## src/rtl/booth_multiplier_r4.sv

```systemverilog
// ---------------------------------------------------------------------------
// booth_multiplier_r4
//
// Radix-4 (modified Booth) sequential multiplier. It retires two multiplier
// bits per clock, so a transaction takes WIDTH/2+1 iterations. Each
// transaction can be signed or unsigned. A start/ready handshake sits in
// front of the datapath, and a one-cycle done pulse marks each new result.
//
// Parameters
//   WIDTH        operand width in bits (even, >= 4)
//
// Ports
//   clk          clock, rising edge active
//   rst          asynchronous active-low reset
//   m            multiplicand, sampled when a start is accepted
//   r            multiplier, sampled when a start is accepted
//   signed_mode  1 = two's complement operands, 0 = unsigned
//   start        request a multiplication (honoured only while ready)
//   ans          product register, holds the last completed result
//   ready        idle and able to accept start
//   done         one-cycle pulse in the first cycle a new ans is valid
// ---------------------------------------------------------------------------
module booth_multiplier_r4 #(
   parameter int WIDTH = 8
) (
   input  logic                 clk,
   input  logic                 rst,
   input  logic [WIDTH-1:0]     m,
   input  logic [WIDTH-1:0]     r,
   input  logic                 signed_mode,
   input  logic                 start,
   output logic [2*WIDTH-1:0]   ans,
   output logic                 ready,
   output logic                 done
);

   // Iteration count, extended operand width, accumulator width and the
   // width of the combined {accumulator, multiplier, r[-1]} shift register.
   localparam int N  = WIDTH / 2 + 1;
   localparam int EW = WIDTH + 2;
   localparam int AW = WIDTH + 4;
   localparam int PW = AW + EW + 1;
   localparam int CW = $clog2(N);

   typedef enum logic [1:0] {
      IDLE = 2'd0,
      CALC = 2'd1,
      DONE = 2'd2
   } state_t;

   state_t               state_q;
   logic [EW-1:0]        mult_q;
   logic [PW-1:0]        prod_q;
   logic [CW-1:0]        cnt_q;
   logic [2*WIDTH-1:0]   ans_q;
   logic                 ready_q;
   logic                 done_q;

   logic [EW-1:0]        mExt;
   logic [EW-1:0]        rExt;
   logic [AW-1:0]        multWide;
   logic [AW-1:0]        pp;
   logic [AW-1:0]        accSum;
   logic [PW-1:0]        prod_d;

   // Widen both operands by two bits so that every operand fits as a
   // signed value. Signed operands are sign-extended and unsigned operands
   // are zero-extended. After this step the datapath only does signed
   // arithmetic. No separate mode register is needed, because the mode is
   // captured in the extended operands.
   always_comb begin
      mExt = '0;
      rExt = '0;
      if (signed_mode) begin
         mExt = {{2{m[WIDTH-1]}}, m};
         rExt = {{2{r[WIDTH-1]}}, r};
      end else begin
         mExt = {2'b00, m};
         rExt = {2'b00, r};
      end
   end

   // One radix-4 Booth step. The low three bits of the shift register are
   // the triplet {r[2i+1], r[2i], r[2i-1]}, because r[-1] starts as the
   // appended zero. The triplet selects 0, +-M or +-2M. That value is added
   // to the accumulator, which has two bits of headroom over the extended
   // multiplicand so that +-2M plus the running sum cannot overflow. The
   // whole register is then shifted right arithmetically by two.
   always_comb begin
      multWide = {{(AW-EW){mult_q[EW-1]}}, mult_q};
      pp       = '0;
      case (prod_q[2:0])
         3'b001, 3'b010: pp = multWide;
         3'b011:         pp = multWide << 1;
         3'b100:         pp = -(multWide << 1);
         3'b101, 3'b110: pp = -multWide;
         default:        pp = '0;
      endcase
      accSum = prod_q[PW-1 -: AW] + pp;
      prod_d = {{2{accSum[AW-1]}}, accSum, prod_q[EW:2]};
   end

   // Control FSM and datapath registers.
   // IDLE latches the operands when start arrives. CALC runs one Booth step
   // per edge. The edge that finishes the last step also captures the
   // product into ans and raises done. DONE lasts exactly one cycle and then
   // re-opens the handshake. ready and done are registered so that no input
   // reaches an output combinationally. The product bits start at bit 1,
   // because bit 0 of the shift register is the leftover r[-1] slot.
   always_ff @(posedge clk or negedge rst) begin
      if (!rst) begin
         state_q <= IDLE;
         mult_q  <= '0;
         prod_q  <= '0;
         cnt_q   <= '0;
         ans_q   <= '0;
         ready_q <= 1'b1;
         done_q  <= 1'b0;
      end else begin
         case (state_q)
            IDLE: begin
               if (start) begin
                  mult_q  <= mExt;
                  prod_q  <= {{AW{1'b0}}, rExt, 1'b0};
                  cnt_q   <= '0;
                  state_q <= CALC;
                  ready_q <= 1'b0;
               end
            end
            CALC: begin
               prod_q <= prod_d;
               cnt_q  <= cnt_q + 1'b1;
               if (cnt_q == CW'(N - 1)) begin
                  ans_q   <= prod_d[2*WIDTH:1];
                  state_q <= DONE;
                  done_q  <= 1'b1;
               end
            end
            DONE: begin
               state_q <= IDLE;
               done_q  <= 1'b0;
               ready_q <= 1'b1;
            end
            default: begin
               state_q <= IDLE;
               done_q  <= 1'b0;
               ready_q <= 1'b1;
            end
         endcase
      end
   end

   assign ans   = ans_q;
   assign ready = ready_q;
   assign done  = done_q;

endmodule
```

## config.mk

```make
export PLATFORM = sky130hd
export DESIGN_NAME = booth_multiplier_r4
export DESIGN_NICKNAME = d
export VERILOG_FILES = /design/src/rtl/booth_multiplier_r4.sv
export SDC_FILE = /design/constraint.sdc
export NUM_CORES = 1
export LEC_CHECK = 0
export BUFFER_PORTS_ARGS = -buffer_cell sky130_fd_sc_hd__buf_2
export CAP_MARGIN = 20
export CORE_ASPECT_RATIO = 0.6
export CORE_MARGIN = 2
export CORE_UTILIZATION = 60
export DETAILED_ROUTE_END_ITERATION = 10
export PLACE_DENSITY = 0.92
export SYNTH_ARGS = -nofsm -noshare
export SYNTH_HDL_FRONTEND = slang
export SYNTH_SLANG_ARGS = --single-unit
```

## constraint.sdc

```tcl
create_clock -name clk -period 9.8 [get_ports clk]
set_input_delay 1.47 -clock clk [delete_from_list [all_inputs] [get_ports clk]]
set_output_delay 1.47 -clock clk [all_outputs]
set_load 0.1 [all_outputs]
```

==> run metrics <==
post-cts gate resize count 0; most common cell after layout, fill and taps aside nand2_1; RePlAce Congestion 0.972; footprint of the multi-input gates 1680 µm²; flop2flop setup slack around 6.3 ns; RSZ-0062 raised after global routing false; Worst Clk Skew 0.00637 ns; Post-Syn Area approximately 3100 µm²; insertion delay to the later sink of the worst-skew pair 0.31 ns; outcome finished clean; layout cells sized above 1 17.2%; total via count in the routed design 2,675; Final setup viols 0; final hold violations 0; FMAX 0.283 GHz; Post-synth EDFFs 0; Critical Path RT 9.99 ns; synthesized instance count ~350; Seq cells post-synth 53; count of buffers from port buffering 37; average size of a mapped cell 9.03 µm²; Worst Path Arrival 3.72 ns; initial antenna violation count 0; total wire length 7.15 mm; most frequent cells in the layout nand2_1 (57), dfrtp_1 (52), buf_2 (37); P&R area growth vs syn 10.1%; Slew @ Worst Pin between 0.7 and 0.8 ns; fin. max-slew vios 0; maxcap violations 0; Area after DPL 3340 µm²; clock sinks 53; yosys synthesis warning count 0; critical path class register to register; global route total overflow 0; Final ANT Viol Nets 0; first-pass GRT wire length between 10 and 15 mm; routed vias/inst between 6 and 7; die area 5820 µm²; sequential-to-total area share from yosys stat 42.5%; half-perimeter wire length after placement between 5 and 6 mm; Initial Util 62.1%; Reg clk slew, reported paths 0.10 ns; Setup Fix Bufs, Post-CTS 0; HP Class register to register; routed len/inst around 16 µm; vias in the first global route 2,585; initial DRC count between 200 and 300; final instance area about 3400 µm²; H-tree level count 2; worst r2r src mult_q[1]; drt first pass iters 5; register area 1330 µm²; Worst slew margin between 50 and 60%; Worst setup endpoint prod_q[19]; nets@finish between 400 and 500; syn_nets approximately 380; Worst setup SP type register; DRC 0; Die Y 59.9 µm; CTS root buf clkbuf_8; CTS tree built; Critical Path Source mult_q[1]; Layout fillers between 300 and 400; total track usage between 20% and 30%; asr flop ratio synth 100%; Setup TNS Final 0 ns; ant diodes 0; final period utilization 36.0%; largest net degree at the start of global routing 54; # hold bufs at CTS 0; row cnt 20; Die Span X 97.1 µm; r2r endpoint prod_q[19]; io pins 38; Netlist cell types 53; min Tclk post-route 3.53 ns; clock buffer depth 2; Crit. End Element register; Worst Path Max Fanout 11; cells on worst reg2reg path 15; CTS buffer count 5; CORE AREA roughly 5000 µm²; ys flop type dfrtp_1
cell type report:
type | count | share of cell area, %
flip-flops and latches | 53 | 38.6
clock buffers | 5 | 2.00
well taps | 66 | 2.40
inverters | 10 | 1.09
repair buffers | 41 | 6.26
clock inverters | 3 | 0.764
multi-input cells | 265 | 48.9
Yosys cell counts (3+ instances only):
library cell	count	area share, %
a221oi_1	4	1.1
dfrtp_1	52	42
a211oi_1	4	0.96
o21ai_1	11	1.8
a2bb2oi_1	3	0.84
nand2b_1	7	1.4
a22oi_1	3	0.72
or3_1	6	1.2
clkbuf_1	13	1.6
buf_1	3	0.36
nand2_1	57	6.9
o22ai_1	7	1.4
nand3_1	17	2.7
a21o_1	4	0.96
a21oi_1	13	2.1
mux2_2	10	3.6
nor2_1	28	3.4
a31oi_1	3	0.60
xnor2_1	13	3.6
o21ai_0	19	3.0
xor2_1	8	2.2
inv_1	10	1.2
ha_1	14	5.6
nor2b_1	3	0.60
registers in the layout, summed over array words and instances (netlist names):
| name | cells |
|---|---|
| state_q | 2 |
| cnt_q | 3 |
| mult_q | 9 |
| prod_q | 21 |
| ans | 16 |
| ready | 1 |
| done | 1 |
worst min-delay path by stage:
| stage | slack (ns) | from | cells after the start | to |
|---|---|---|---|---|
| finish | 0.49 | ans[13] | 2 | ans[13] |
| global route | 0.53 | ans[11] | 2 | ans[11] |
| global placement | 0.46 | ans[14] | 2 | ans[14] |
| floorplan | 0.46 | prod_q[19] | 2 | prod_q[19] |
| detailed placement | 0.48 | ans[11] | 2 | ans[11] |
| CTS | 0.50 | ans[13] | 2 | ans[13] |
stage by stage:
stage | hold WS (ns) | instances | util (%) | worst slack, ns
CTS | 0.498 | 443 | 68.4 | 6.30
detailed placement | 0.475 | 435 | 66.5 | 6.32
global route | 0.530 | 443 | 68.4 | 5.90
finish | 0.491 | 443 | 68.4 | 6.27
floorplan | 0.456 | 346 | - | 6.64
global placement | 0.458 | 435 | 66.5 | 6.44
kinds of logic after synthesis:
logic type,after synthesis,share of synthesized area (%)
simple gates,131,19.4
xor+xnor,21,5.89
compound gates,87,18.4
mux,11,3.93
flops,53,42.5
fa+ha+maj,15,6.25
buf+inv,28,3.65
critical path, stage by stage (launching register included):
cell and delay [ns]:
dfrtp_1 0.41, inv_1 0.11, ha_1 0.20, nand2b_1 0.17, or4_1 0.47, xor2_1 0.16
mux2i_1 0.14, a2bb2oi_1 0.17, a21oi_1 0.09, ha_1 0.45, a21oi_1 0.28, nand2_1 0.07
a311o_1 0.27, a31oi_1 0.20, xor2_1 0.15, o21ai_0 0.08
routing by layer:
layer | share of wire (%) | routed length [µm] | track usage, % | up-vias
li1 | - | - | - | 1280
met1 | 46 | 3250 | 37.0 | 1282
met2 | 45 | 3230 | 45.7 | 105
met3 | 8.7 | 621 | 6.43 | 8
met4 | 0.62 | 44 | 5.43 | 0
met5 | 0 | 0 | 0 | -
Power is left out: the tool's default activity adds up to more than one toggle a clock period on the data nets, which glitch-free logic cannot reach.
